===== src/rtl/mips_pkg.sv =====
// Shared encodings for the ALU control decoder and the HI/LO multiply/divide sequencer.
package mips_pkg;

  // alu_op from the main control unit
  localparam logic [1:0] AluOpAdd   = 2'b00;
  localparam logic [1:0] AluOpEq    = 2'b01;
  localparam logic [1:0] AluOpRtype = 2'b10;

  // ALU operation codes (zero-extended to the configured width at the use site)
  localparam logic [3:0] AluAnd = 4'b0000;
  localparam logic [3:0] AluOr  = 4'b0001;
  localparam logic [3:0] AluAdd = 4'b0010;
  localparam logic [3:0] AluSll = 4'b0011;
  localparam logic [3:0] AluSrl = 4'b1000;
  localparam logic [3:0] AluSub = 4'b0110;
  localparam logic [3:0] AluSlt = 4'b0111;
  localparam logic [3:0] AluNor = 4'b1100;
  localparam logic [3:0] AluEq  = 4'b1111;
  localparam logic [3:0] AluNop = 4'b0000;

  // R-type funct field values
  localparam logic [5:0] FunctAdd   = 6'b100000;
  localparam logic [5:0] FunctSub   = 6'b100010;
  localparam logic [5:0] FunctAnd   = 6'b100100;
  localparam logic [5:0] FunctOr    = 6'b100101;
  localparam logic [5:0] FunctNor   = 6'b100111;
  localparam logic [5:0] FunctSlt   = 6'b101010;
  localparam logic [5:0] FunctSll   = 6'b000000;
  localparam logic [5:0] FunctSrl   = 6'b000010;
  localparam logic [5:0] FunctJr    = 6'b001000;
  localparam logic [5:0] FunctMfhi  = 6'b010000;
  localparam logic [5:0] FunctMflo  = 6'b010010;
  localparam logic [5:0] FunctMult  = 6'b011000;
  localparam logic [5:0] FunctMultu = 6'b011001;
  localparam logic [5:0] FunctDiv   = 6'b011010;
  localparam logic [5:0] FunctDivu  = 6'b011011;

  // mdu_op encodings; bit 1 selects divide
  localparam logic [1:0] MduMult  = 2'b00;
  localparam logic [1:0] MduMultu = 2'b01;
  localparam logic [1:0] MduDiv   = 2'b10;
  localparam logic [1:0] MduDivu  = 2'b11;

  // Writeback source select
  localparam logic [1:0] ResAlu = 2'b00;
  localparam logic [1:0] ResHi  = 2'b01;
  localparam logic [1:0] ResLo  = 2'b10;

  typedef enum logic [1:0] {
    StIdle = 2'b00,
    StBusy = 2'b01,
    StDone = 2'b10
  } mdu_state_e;

endpackage


===== src/rtl/alu_ctrl_mdu_if.sv =====
// Decode-stage to ALU-control bus: instruction fields in, ALU/MDU control out.
interface alu_ctrl_mdu_if #(
  parameter int unsigned ALU_CTRL_W = 4,
  parameter int unsigned FUNCT_W    = 6
);
  logic                  instr_valid;
  logic [1:0]            alu_op;
  logic [FUNCT_W-1:0]    funct;
  logic [ALU_CTRL_W-1:0] alu_ctrl;
  logic                  jr;
  logic                  mdu_start;
  logic [1:0]            mdu_op;
  logic                  mdu_busy;
  logic                  hilo_we;
  logic [1:0]            res_sel;
  logic                  stall;

  // Control unit / decode stage side
  modport master (
    output instr_valid, alu_op, funct,
    input  alu_ctrl, jr, mdu_start, mdu_op, mdu_busy, hilo_we, res_sel, stall
  );

  // ALU control block side
  modport slave (
    input  instr_valid, alu_op, funct,
    output alu_ctrl, jr, mdu_start, mdu_op, mdu_busy, hilo_we, res_sel, stall
  );
endinterface


===== src/rtl/alu_ctrl_mdu_decode.sv =====
// Purely combinational alu_op/funct decode: ALU code, jr, MDU/MF class flags, writeback select.
module alu_ctrl_mdu_decode
  import mips_pkg::*;
#(
  parameter int unsigned ALU_CTRL_W = 4,
  parameter int unsigned FUNCT_W    = 6
) (
  input  logic [1:0]            alu_op_i,
  input  logic [FUNCT_W-1:0]    funct_i,
  output logic [ALU_CTRL_W-1:0] alu_ctrl_o,
  output logic                  jr_o,
  output logic                  mdu_class_o,
  output logic                  mf_class_o,
  output logic [1:0]            res_sel_o
);

  // Decode the instruction class and ALU operation; anything unlisted yields the zero code.
  always_comb begin
    alu_ctrl_o  = '0;
    jr_o        = 1'b0;
    mdu_class_o = 1'b0;
    mf_class_o  = 1'b0;
    res_sel_o   = ResAlu;
    case (alu_op_i)
      AluOpAdd: alu_ctrl_o = ALU_CTRL_W'(AluAdd);
      AluOpEq:  alu_ctrl_o = ALU_CTRL_W'(AluEq);
      AluOpRtype: begin
        case (funct_i)
          FUNCT_W'(FunctAdd):   alu_ctrl_o = ALU_CTRL_W'(AluAdd);
          FUNCT_W'(FunctSub):   alu_ctrl_o = ALU_CTRL_W'(AluSub);
          FUNCT_W'(FunctAnd):   alu_ctrl_o = ALU_CTRL_W'(AluAnd);
          FUNCT_W'(FunctOr):    alu_ctrl_o = ALU_CTRL_W'(AluOr);
          FUNCT_W'(FunctNor):   alu_ctrl_o = ALU_CTRL_W'(AluNor);
          FUNCT_W'(FunctSlt):   alu_ctrl_o = ALU_CTRL_W'(AluSlt);
          FUNCT_W'(FunctSll):   alu_ctrl_o = ALU_CTRL_W'(AluSll);
          FUNCT_W'(FunctSrl):   alu_ctrl_o = ALU_CTRL_W'(AluSrl);
          FUNCT_W'(FunctJr):    jr_o = 1'b1;
          FUNCT_W'(FunctMfhi): begin
            mf_class_o = 1'b1;
            res_sel_o  = ResHi;
          end
          FUNCT_W'(FunctMflo): begin
            mf_class_o = 1'b1;
            res_sel_o  = ResLo;
          end
          FUNCT_W'(FunctMult),
          FUNCT_W'(FunctMultu),
          FUNCT_W'(FunctDiv),
          FUNCT_W'(FunctDivu):  mdu_class_o = 1'b1;
          default:              alu_ctrl_o = ALU_CTRL_W'(AluNop);
        endcase
      end
      default: alu_ctrl_o = ALU_CTRL_W'(AluNop);
    endcase
  end

endmodule


===== src/rtl/alu_ctrl_mdu.sv =====
// ALU control decoder with HI/LO multiply/divide issue, latency tracking and stall generation.
module alu_ctrl_mdu
  import mips_pkg::*;
#(
  parameter int unsigned ALU_CTRL_W = 4,
  parameter int unsigned FUNCT_W    = 6,
  parameter int unsigned MUL_LAT    = 4,
  parameter int unsigned DIV_LAT    = 32
) (
  input  logic          clk,
  input  logic          rst,
  alu_ctrl_mdu_if.slave bus
);

  localparam int unsigned MaxLat = (MUL_LAT > DIV_LAT) ? MUL_LAT : DIV_LAT;
  localparam int unsigned CntW   = $clog2(MaxLat + 1);

  logic       mdu_class;
  logic       mf_class;
  logic       issue;
  mdu_state_e state_q;
  logic [CntW-1:0] cnt_q;
  logic       busy_q;
  logic       hilo_we_q;

  alu_ctrl_mdu_decode #(
    .ALU_CTRL_W(ALU_CTRL_W),
    .FUNCT_W   (FUNCT_W)
  ) u_decode (
    .alu_op_i   (bus.alu_op),
    .funct_i    (bus.funct),
    .alu_ctrl_o (bus.alu_ctrl),
    .jr_o       (bus.jr),
    .mdu_class_o(mdu_class),
    .mf_class_o (mf_class),
    .res_sel_o  (bus.res_sel)
  );

  // Launch only from IDLE; reset masks launch and stall while it is held.
  always_comb begin
    issue         = bus.instr_valid & mdu_class & (state_q == StIdle) & ~rst;
    bus.mdu_start = issue;
    bus.mdu_op    = bus.funct[1:0];
    bus.stall     = bus.instr_valid & (mdu_class | mf_class) & busy_q & ~rst;
    bus.mdu_busy  = busy_q;
    bus.hilo_we   = hilo_we_q;
  end

  // Sequencer: count the MDU latency, then pulse hilo_we for one cycle on the way back to IDLE.
  always_ff @(posedge clk or posedge rst) begin
    if (rst) begin
      state_q   <= StIdle;
      cnt_q     <= '0;
      busy_q    <= 1'b0;
      hilo_we_q <= 1'b0;
    end else begin
      unique case (state_q)
        StIdle: begin
          if (issue) begin
            cnt_q   <= bus.funct[1] ? CntW'(DIV_LAT) : CntW'(MUL_LAT);
            state_q <= StBusy;
            busy_q  <= 1'b1;
          end
        end
        StBusy: begin
          cnt_q <= cnt_q - 1'b1;
          if (cnt_q == CntW'(1)) begin
            state_q   <= StDone;
            hilo_we_q <= 1'b1;
          end
        end
        StDone: begin
          state_q   <= StIdle;
          busy_q    <= 1'b0;
          hilo_we_q <= 1'b0;
        end
        default: begin
          state_q   <= StIdle;
          busy_q    <= 1'b0;
          hilo_we_q <= 1'b0;
        end
      endcase
    end
  end

endmodule


===== src/flat_wrapper.sv =====
// flat-port wrapper written by rule: the top's interface ports become plain ports
module alu_ctrl_mdu_flat import mips_pkg::*;
#(
  parameter int unsigned ALU_CTRL_W = 4,
  parameter int unsigned FUNCT_W    = 6,
  parameter int unsigned MUL_LAT    = 4,
  parameter int unsigned DIV_LAT    = 32
)
  (clk, rst, bus_instr_valid, bus_alu_op, bus_funct, bus_alu_ctrl, bus_jr, bus_mdu_start, bus_mdu_op, bus_mdu_busy, bus_hilo_we, bus_res_sel, bus_stall);
  alu_ctrl_mdu_if #(.ALU_CTRL_W(ALU_CTRL_W), .FUNCT_W(FUNCT_W)) bus_i ();
  input  logic clk;
  input  logic rst;
  input wire logic [$bits(bus_i.instr_valid)-1:0] bus_instr_valid;
  input wire logic [$bits(bus_i.alu_op)-1:0] bus_alu_op;
  input wire logic [$bits(bus_i.funct)-1:0] bus_funct;
  output wire logic [$bits(bus_i.alu_ctrl)-1:0] bus_alu_ctrl;
  output wire logic [$bits(bus_i.jr)-1:0] bus_jr;
  output wire logic [$bits(bus_i.mdu_start)-1:0] bus_mdu_start;
  output wire logic [$bits(bus_i.mdu_op)-1:0] bus_mdu_op;
  output wire logic [$bits(bus_i.mdu_busy)-1:0] bus_mdu_busy;
  output wire logic [$bits(bus_i.hilo_we)-1:0] bus_hilo_we;
  output wire logic [$bits(bus_i.res_sel)-1:0] bus_res_sel;
  output wire logic [$bits(bus_i.stall)-1:0] bus_stall;
  assign bus_i.instr_valid = bus_instr_valid;
  assign bus_i.alu_op = bus_alu_op;
  assign bus_i.funct = bus_funct;
  assign bus_alu_ctrl = bus_i.alu_ctrl;
  assign bus_jr = bus_i.jr;
  assign bus_mdu_start = bus_i.mdu_start;
  assign bus_mdu_op = bus_i.mdu_op;
  assign bus_mdu_busy = bus_i.mdu_busy;
  assign bus_hilo_we = bus_i.hilo_we;
  assign bus_res_sel = bus_i.res_sel;
  assign bus_stall = bus_i.stall;
  alu_ctrl_mdu #(.ALU_CTRL_W(ALU_CTRL_W), .FUNCT_W(FUNCT_W), .MUL_LAT(MUL_LAT), .DIV_LAT(DIV_LAT)) u_core (.clk(clk), .rst(rst), .bus(bus_i));
endmodule

===== config.mk =====
export PLATFORM = sky130hd
export DESIGN_NAME = alu_ctrl_mdu_flat
export DESIGN_NICKNAME = d
export VERILOG_FILES = /design/src/rtl/mips_pkg.sv /design/src/rtl/alu_ctrl_mdu_if.sv /design/src/rtl/alu_ctrl_mdu_decode.sv /design/src/rtl/alu_ctrl_mdu.sv /design/src/flat_wrapper.sv
export SDC_FILE = /design/constraint.sdc
export NUM_CORES = 1
export LEC_CHECK = 0
export ABC_AREA = 1
export CAP_MARGIN = 15
export CELL_PAD_IN_SITES_DETAIL_PLACEMENT = 1
export CELL_PAD_IN_SITES_GLOBAL_PLACEMENT = 2
export CORE_MARGIN = 3
export CORE_UTILIZATION = 23
export DETAILED_ROUTE_END_ITERATION = 10
export PLACE_DENSITY = 0.85
export SKIP_CTS_REPAIR_TIMING = 1
export SLEW_MARGIN = 20
export SYNTH_ARGS = -nofsm -noshare
export SYNTH_HDL_FRONTEND = slang
export SYNTH_SLANG_ARGS = --single-unit

===== constraint.sdc =====
create_clock -name clk -period 1.5 [get_ports clk]
set_input_delay 0.3 -clock clk [delete_from_list [all_inputs] [get_ports clk]]
set_output_delay 0.3 -clock clk [all_outputs]
set_load 0.1 [all_outputs]

==> results.sh, run 1 <==
export IMPL_vias=890
export IMPL_pwr_share_seq_pct=28.8
export IMPL_area_growth_pct=87.2
export IMPL_portBuffers=23
export IMPL_dr_pass1_iters=2
export IMPL_track_usage_pct=11.9
export IMPL_crit_path_start_kind="flop"
export IMPL_grtUsageMet3_pct=2.28
export IMPL_cts_tree="yes"
export IMPL_violations="setup timing"
export IMPL_avgSynthCellArea_um2=6.52
export IMPL_p_int_uw=946
export IMPL_crit_slowest_cell="dfrtp_1"
export IMPL_drt_initial_drc_count=1
export IMPL_synth_compound_area_share_pct=3.84
export IMPL_ios=24
export IMPL_synth_area_leaders="dfrtp_1, nand2_1, nand3_1, nor2_1, inv_1"
export IMPL_mostFrequentLayoutCells="nand2_1, buf_4, nand3_1"
export IMPL_synth_top_area_cell="dfrtp_1"
export IMPL_layout_nets=174
export IMPL_grt_max_degree=13
export IMPL_clk_latency_ns=0.26
export IMPL_ant_nets=0
export IMPL_p_total_uw=1800
export IMPL_period_share_pct=107
export IMPL_htree_levels=1
export IMPL_use_met2_pct=21.1
export IMPL_synthMuxAreaShare_pct=0
export IMPL_setup_viol=7
export IMPL_hold_violations=0
export IMPL_cpPeakStageDelay_ns=0.38
export IMPL_grt_most_used_layer="met2"
export IMPL_slew_viol_final=0
export IMPL_ys_seq_elements=10
export IMPL_synth_cells=120
export IMPL_path_cells="inv_2, nand2_2, nor2_4, nand3_4, clkinvlp_4, buf_12"
export IMPL_cap_violations=0
export IMPL_maxClockFrequency_mhz=624
export IMPL_initial_core_util_pct=24.8
export IMPL_yosys_area_share_simple_pct=45.4
export IMPL_fp_dieW_um=64.3
export IMPL_groute_layer_met1_usage_pct=15.1
export IMPL_synth_top_area_share_pct=32.0
export IMPL_worstPathRequired_ns=1.20
export IMPL_synthAdderAreaFrac_pct=3.20
export IMPL_viasPerCell=4.36
export IMPL_synth_nets=133
export IMPL_numCtsBuffers=3
export IMPL_synth_seq_area_share_pct=32.0
export IMPL_synth_xor_area_share_pct=3.36
export IMPL_gp_congestion=0.789
export IMPL_rsz0062_at_grt="yes"
export IMPL_core_area_um2=3150
export IMPL_drive_above_1_share_pct=54.4
export IMPL_hold_path_class="in2async"
export IMPL_p_sw_share_pct=47.5
export IMPL_setup_ws_ns=-0.103
export IMPL_die_height_um=64.3
export IMPL_drc=0
export IMPL_antennaDiodeCount=0
export IMPL_critical_path_class="reg2out"
export IMPL_cts_root_buf="clkbuf_4"
export IMPL_syn_area_um2=782
export IMPL_pwr_share_comb_pct=58.2
export IMPL_worst_pin_slew_ns=0.236
export IMPL_p_clk_share_pct=13.1
export IMPL_dpl_worst_slack_ns=-0.496
export IMPL_synth_top_family_by_area="simple AND/OR/NAND/NOR gates"
export IMPL_skew_ns=0.00205
export IMPL_leakage_uw=0.000727
export IMPL_overflow=0
export IMPL_clk_pin_slew_worst_paths_ns=0.06
export IMPL_ys_warn_count=0
export IMPL_fin_crit_ns=1.60
export IMPL_drt_wl_total_mm=2.36
export IMPL_status="finished, violations left"
export IMPL_grt_pass1_wl_mm=4.00
export IMPL_drt_wirelength_per_cell_um=11.5
export IMPL_synth_cell_type_count=22
export IMPL_layout_commonest_cell="nand2_1"
export IMPL_tns_ns=-0.204
export IMPL_die_area_um2=4140
export IMPL_p_sw_uw=857
export IMPL_worst_ir_drop_vdd_v=0.000830
export IMPL_endpoint_kind="primary output"
export IMPL_fp_row_count=20
export IMPL_antenna_found_initial=0
export IMPL_grt_pass1_vias=900
export IMPL_clock_sinks=10
export IMPL_cp_max_fo=3
export IMPL_max_slew_margin_pct=84.2
export IMPL_dpl_hpwl_mm=1.90
export IMPL_powerDensity_nw_per_um2=1230
export IMPL_cts_buffer_depth=2
export IMPL_worstPathArrival_ns=1.30
[stage by stage]
step / hold WS [ns] / utilization (%) / instances / cell area, um2
after floorplan: 0.0617 / - / 120 / 825
after global placement: 0.462 / 41.8 / 197 / 1320
after detailed placement: 0.470 / 41.8 / 197 / 1320
after CTS: 0.382 / 42.9 / 201 / 1350
after global routing: 0.0888 / 46.4 / 204 / 1460
final: 0.0711 / 46.4 / 204 / 1460
[Yosys cell counts (all sizes together)]
cell type and count:
ha 2, buf 3, nor2 19, nand2 34, nand3b 1, nand4 2, xnor2 1, xor2 2
dfrtp 10, nor3 1, o21ai 5, nand3 18, or2 1, a21oi 1, inv 20
[cell families after synthesis]
logic type / Yosys count
simple gates: 76
buf+inv: 23
flops: 10
compound gates: 6
xor+xnor: 3
fa+ha+maj: 2
[state kept, by name, indices dropped and copies added, names as in the netlist]
signal               flops
u_core.bus.mdu_busy      1
u_core.cnt_q             6
u_core.state_q           2
u_core.bus.hilo_we       1
[critical path, delay by kind of cell, from the launching register on]
kind	cells	cell delay, ns
AND/OR/NAND/NOR	3	0.30
flip-flops	1	0.38
buffers and inverters	3	0.34
[final timing paths]
kind                                  endpoint  slack [ns]  cells after the start               from
hold reg to reg            u_core.bus.mdu_busy        0.48                      1  u_core.state_q[1]
setup reg to reg               u_core.cnt_q[3]        0.22                      7  u_core.state_q[1]
max in group asynchronous  u_core.bus.mdu_busy        1.27                      3                rst
min in group clk           u_core.bus.mdu_busy        0.48                      1  u_core.state_q[1]
hold / removal               u_core.state_q[0]        0.07                      3                rst
setup / recovery                 bus_mdu_start       -0.10                      6  u_core.state_q[1]
[power groups by stage]
stage | Combinational (uW) | Sequential (uW) | Clock, uW
5_1_grt | 1170 | 540 | 263
3_5_place_dp | 1000 | 525 | 0
2_1_floorplan | 529 | 667 | 0
6_report | 1050 | 519 | 236
4_1_cts | 1010 | 519 | 245
3_3_place_gp | 974 | 516 | 0
[routing by layer]
| metal | part of all wire, % | routed length, um |
|---|---|---|
| met5 | 0 | 0 |
| met4 | 1.5 | 36 |
| met2 | 53 | 1250 |
| met3 | 2.0 | 46 |
| met1 | 43 | 1020 |
[final cells by class]
| class | count | area (um2) |
|---|---|---|
| clock buffer | 4 | 36.3 |
| sequential | 10 | 254 |
| tap | 44 | 55.1 |
| multi-input combinational | 87 | 561 |
| inverter | 20 | 95.1 |
| fill | 401 | 1690 |
| timing repair buffer | 39 | 463 |
Power figures use the tool's default switching activity.
==> inputs of run 2 (changes only) <==
--- a/config.mk
+++ b/config.mk
@@ -13,7 +13,6 @@
 export CORE_UTILIZATION = 23
 export DETAILED_ROUTE_END_ITERATION = 10
 export PLACE_DENSITY = 0.85
-export SKIP_CTS_REPAIR_TIMING = 1
 export SLEW_MARGIN = 20
 export SYNTH_ARGS = -nofsm -noshare
 export SYNTH_HDL_FRONTEND = slang
==> results.sh, run 2 (synthesis results as in run 1) <==
export IMPL_reg_top3="u_core.cnt_q (6), u_core.state_q (2)"
export IMPL_nFillCells=385
export IMPL_regMostFlops="u_core.cnt_q"
export IMPL_viasPerCell=4.39
export IMPL_mostFrequentLayoutCells="buf_4, nand2_2, buf_12"
export IMPL_dr_pass1_iters=4
export IMPL_critical_path_class="reg2out"
export IMPL_hold_buffers=0
export IMPL_vias=930
export IMPL_drt_wl_total_mm=2.80
export IMPL_cap_violations=0
export IMPL_place_area_um2=1320
export IMPL_regArea_um2=254
export IMPL_antenna_found_initial=0
export IMPL_r2r_end="u_core.cnt_q[2]"
export IMPL_pwr_share_seq_pct=27.3
export IMPL_rsz0062_at_grt="yes"
export IMPL_status="finished, violations left"
export IMPL_leakage_uw=0.000777
export IMPL_track_usage_pct=13.6
export IMPL_drt_wirelength_per_cell_um=13.2
export IMPL_layout_nets=182
export IMPL_cts_tree="yes"
export IMPL_hold_path_class="in2async"
export IMPL_dpl_hpwl_mm=1.90
export IMPL_core_area_um2=3150
export IMPL_final_area_um2=1630
export IMPL_multi_input_area_um2=611
export IMPL_ios=24
export IMPL_maxClockFrequency_mhz=635
export IMPL_endpoint_kind="primary output"
export IMPL_fp_row_count=20
export IMPL_htree_levels=1
export IMPL_layout_commonest_cell="buf_4"
export IMPL_fin_crit_ns=1.57
export IMPL_fp_dieW_um=64.3
export IMPL_period_share_pct=105
export IMPL_hold_violations=0
export IMPL_max_slew_margin_pct=84.4
export IMPL_ant_nets=0
export IMPL_die_height_um=64.3
export IMPL_clk_pin_slew_worst_paths_ns=0.07
export IMPL_initial_core_util_pct=24.8
export IMPL_p_int_uw=1010
export IMPL_grt_pass1_vias=1021
export IMPL_worst_ir_drop_vdd_v=0.000831
export IMPL_skew_ns=0.00424
export IMPL_overflow=0
export IMPL_p_total_uw=1920
export IMPL_cts_root_buf="clkbuf_4"
export IMPL_setup_viol=2
export IMPL_slew_viol_final=0
export IMPL_fin_util_pct=51.6
export IMPL_cp_max_fo=2
export IMPL_worst_pin_slew_ns=0.233
export IMPL_reg2regPathDepth=9
export IMPL_violations="setup timing"
export IMPL_portBuffers=23
export IMPL_worstPathArrival_ns=1.27
export IMPL_dp_cells=197
export IMPL_layoutNonFillerInstCount=212
export IMPL_crit_path_start_kind="flop"
export IMPL_worstPathRequired_ns=1.20
export IMPL_drt_initial_drc_count=17
export IMPL_cts_buffer_depth=2
export IMPL_area_growth_pct=108
export IMPL_largest_reg_flops=6
export IMPL_p_sw_share_pct=47.5
export IMPL_clock_sinks=10
export IMPL_setup_ws_ns=-0.0743
export IMPL_numCtsBuffers=3
export IMPL_r2r_start="u_core.state_q[1]"
export IMPL_grt_max_degree=13
export IMPL_clk_latency_ns=0.26
export IMPL_die_area_um2=4140
export IMPL_p_sw_uw=912
export IMPL_antennaDiodeCount=0
export IMPL_grt_pass1_wl_mm=4.55
export IMPL_pwr_share_comb_pct=60.4
export IMPL_r2r_slack_ns=0.08
export IMPL_finalHoldWorstSlack_ns=0.184
export IMPL_powerDensity_nw_per_um2=1180
export IMPL_gp_congestion=0.789
export IMPL_drive_above_1_share_pct=64.9
export IMPL_drc=0
export IMPL_p_clk_share_pct=12.2
==> run 2: changes by cell type in the layout (fill, tap and decap cells not counted), sizes merged <==
cell	delta
buf	+14
clkbuf	-4
dlymetal6s2s	-4
dlygate4sd2	+2
==> run 2: worst max-delay path, cell delays in order (launching register included) <==
cell and delay, ns:
dfrtp_1 0.39, inv_2 0.07, nand2_2 0.06, nor2_4 0.12, nand3_4 0.10, clkinvlp_4 0.10
buf_12 0.17
==> run 2: repair_timing <==
action,in CTS,in global routing
setup endpoints to repair,10,9
cloned,0,0
endpoints found under the hold margin,0,0
gates resized for setup,81,24
setup buffers,6,5
pin swaps,27,19
==> run 2: metal layers <==
layer	GRT usage [%]	up-vias	wire length (um)
met5	0	-	0
met4	3.43	0	15
met3	2.46	2	38
met2	25.8	10	1530
met1	15.5	449	1210
li1	-	469	-
==> run 2: worst max path at each step <==
stage                                 start             to  cells past startpoint
after detailed placement       bus_funct[3]      bus_stall                      9
after CTS                 u_core.state_q[0]  bus_mdu_start                      6
after global routing      u_core.state_q[1]  bus_mdu_start                      6
after floorplan                bus_funct[4]         bus_jr                      3
after global placement         bus_funct[3]      bus_stall                      9
final                     u_core.state_q[1]  bus_mdu_start                      6
==> run 2: power groups by stage <==
stage / Combinational (uW) / Sequential [uW] / Clock [uW]
global placement: 974 / 516 / 0
CTS: 1080 / 519 / 245
global route: 1270 / 547 / 263
detailed placement: 1000 / 525 / 0
finish: 1160 / 525 / 235
floorplan: 529 / 667 / 0
==> run 2: final cells by class <==
type                    instances  share of cell area [%]
inverters                      20                    6.46
clock buffers                   4                    2.23
multi-input cells              87                    37.5
well taps                      44                    3.38
flip-flops and latches         10                    15.6
repair buffers                 47                    34.8
==> run 2: through the flow <==
stage,TNS (ns),worst slack (ns)
after floorplan,-0.156,-0.127
after global placement,-4.37,-0.440
after detailed placement,-4.90,-0.496
after CTS,-0.123,-0.109
after global routing,-0.438,-0.158
final,-0.0771,-0.0743
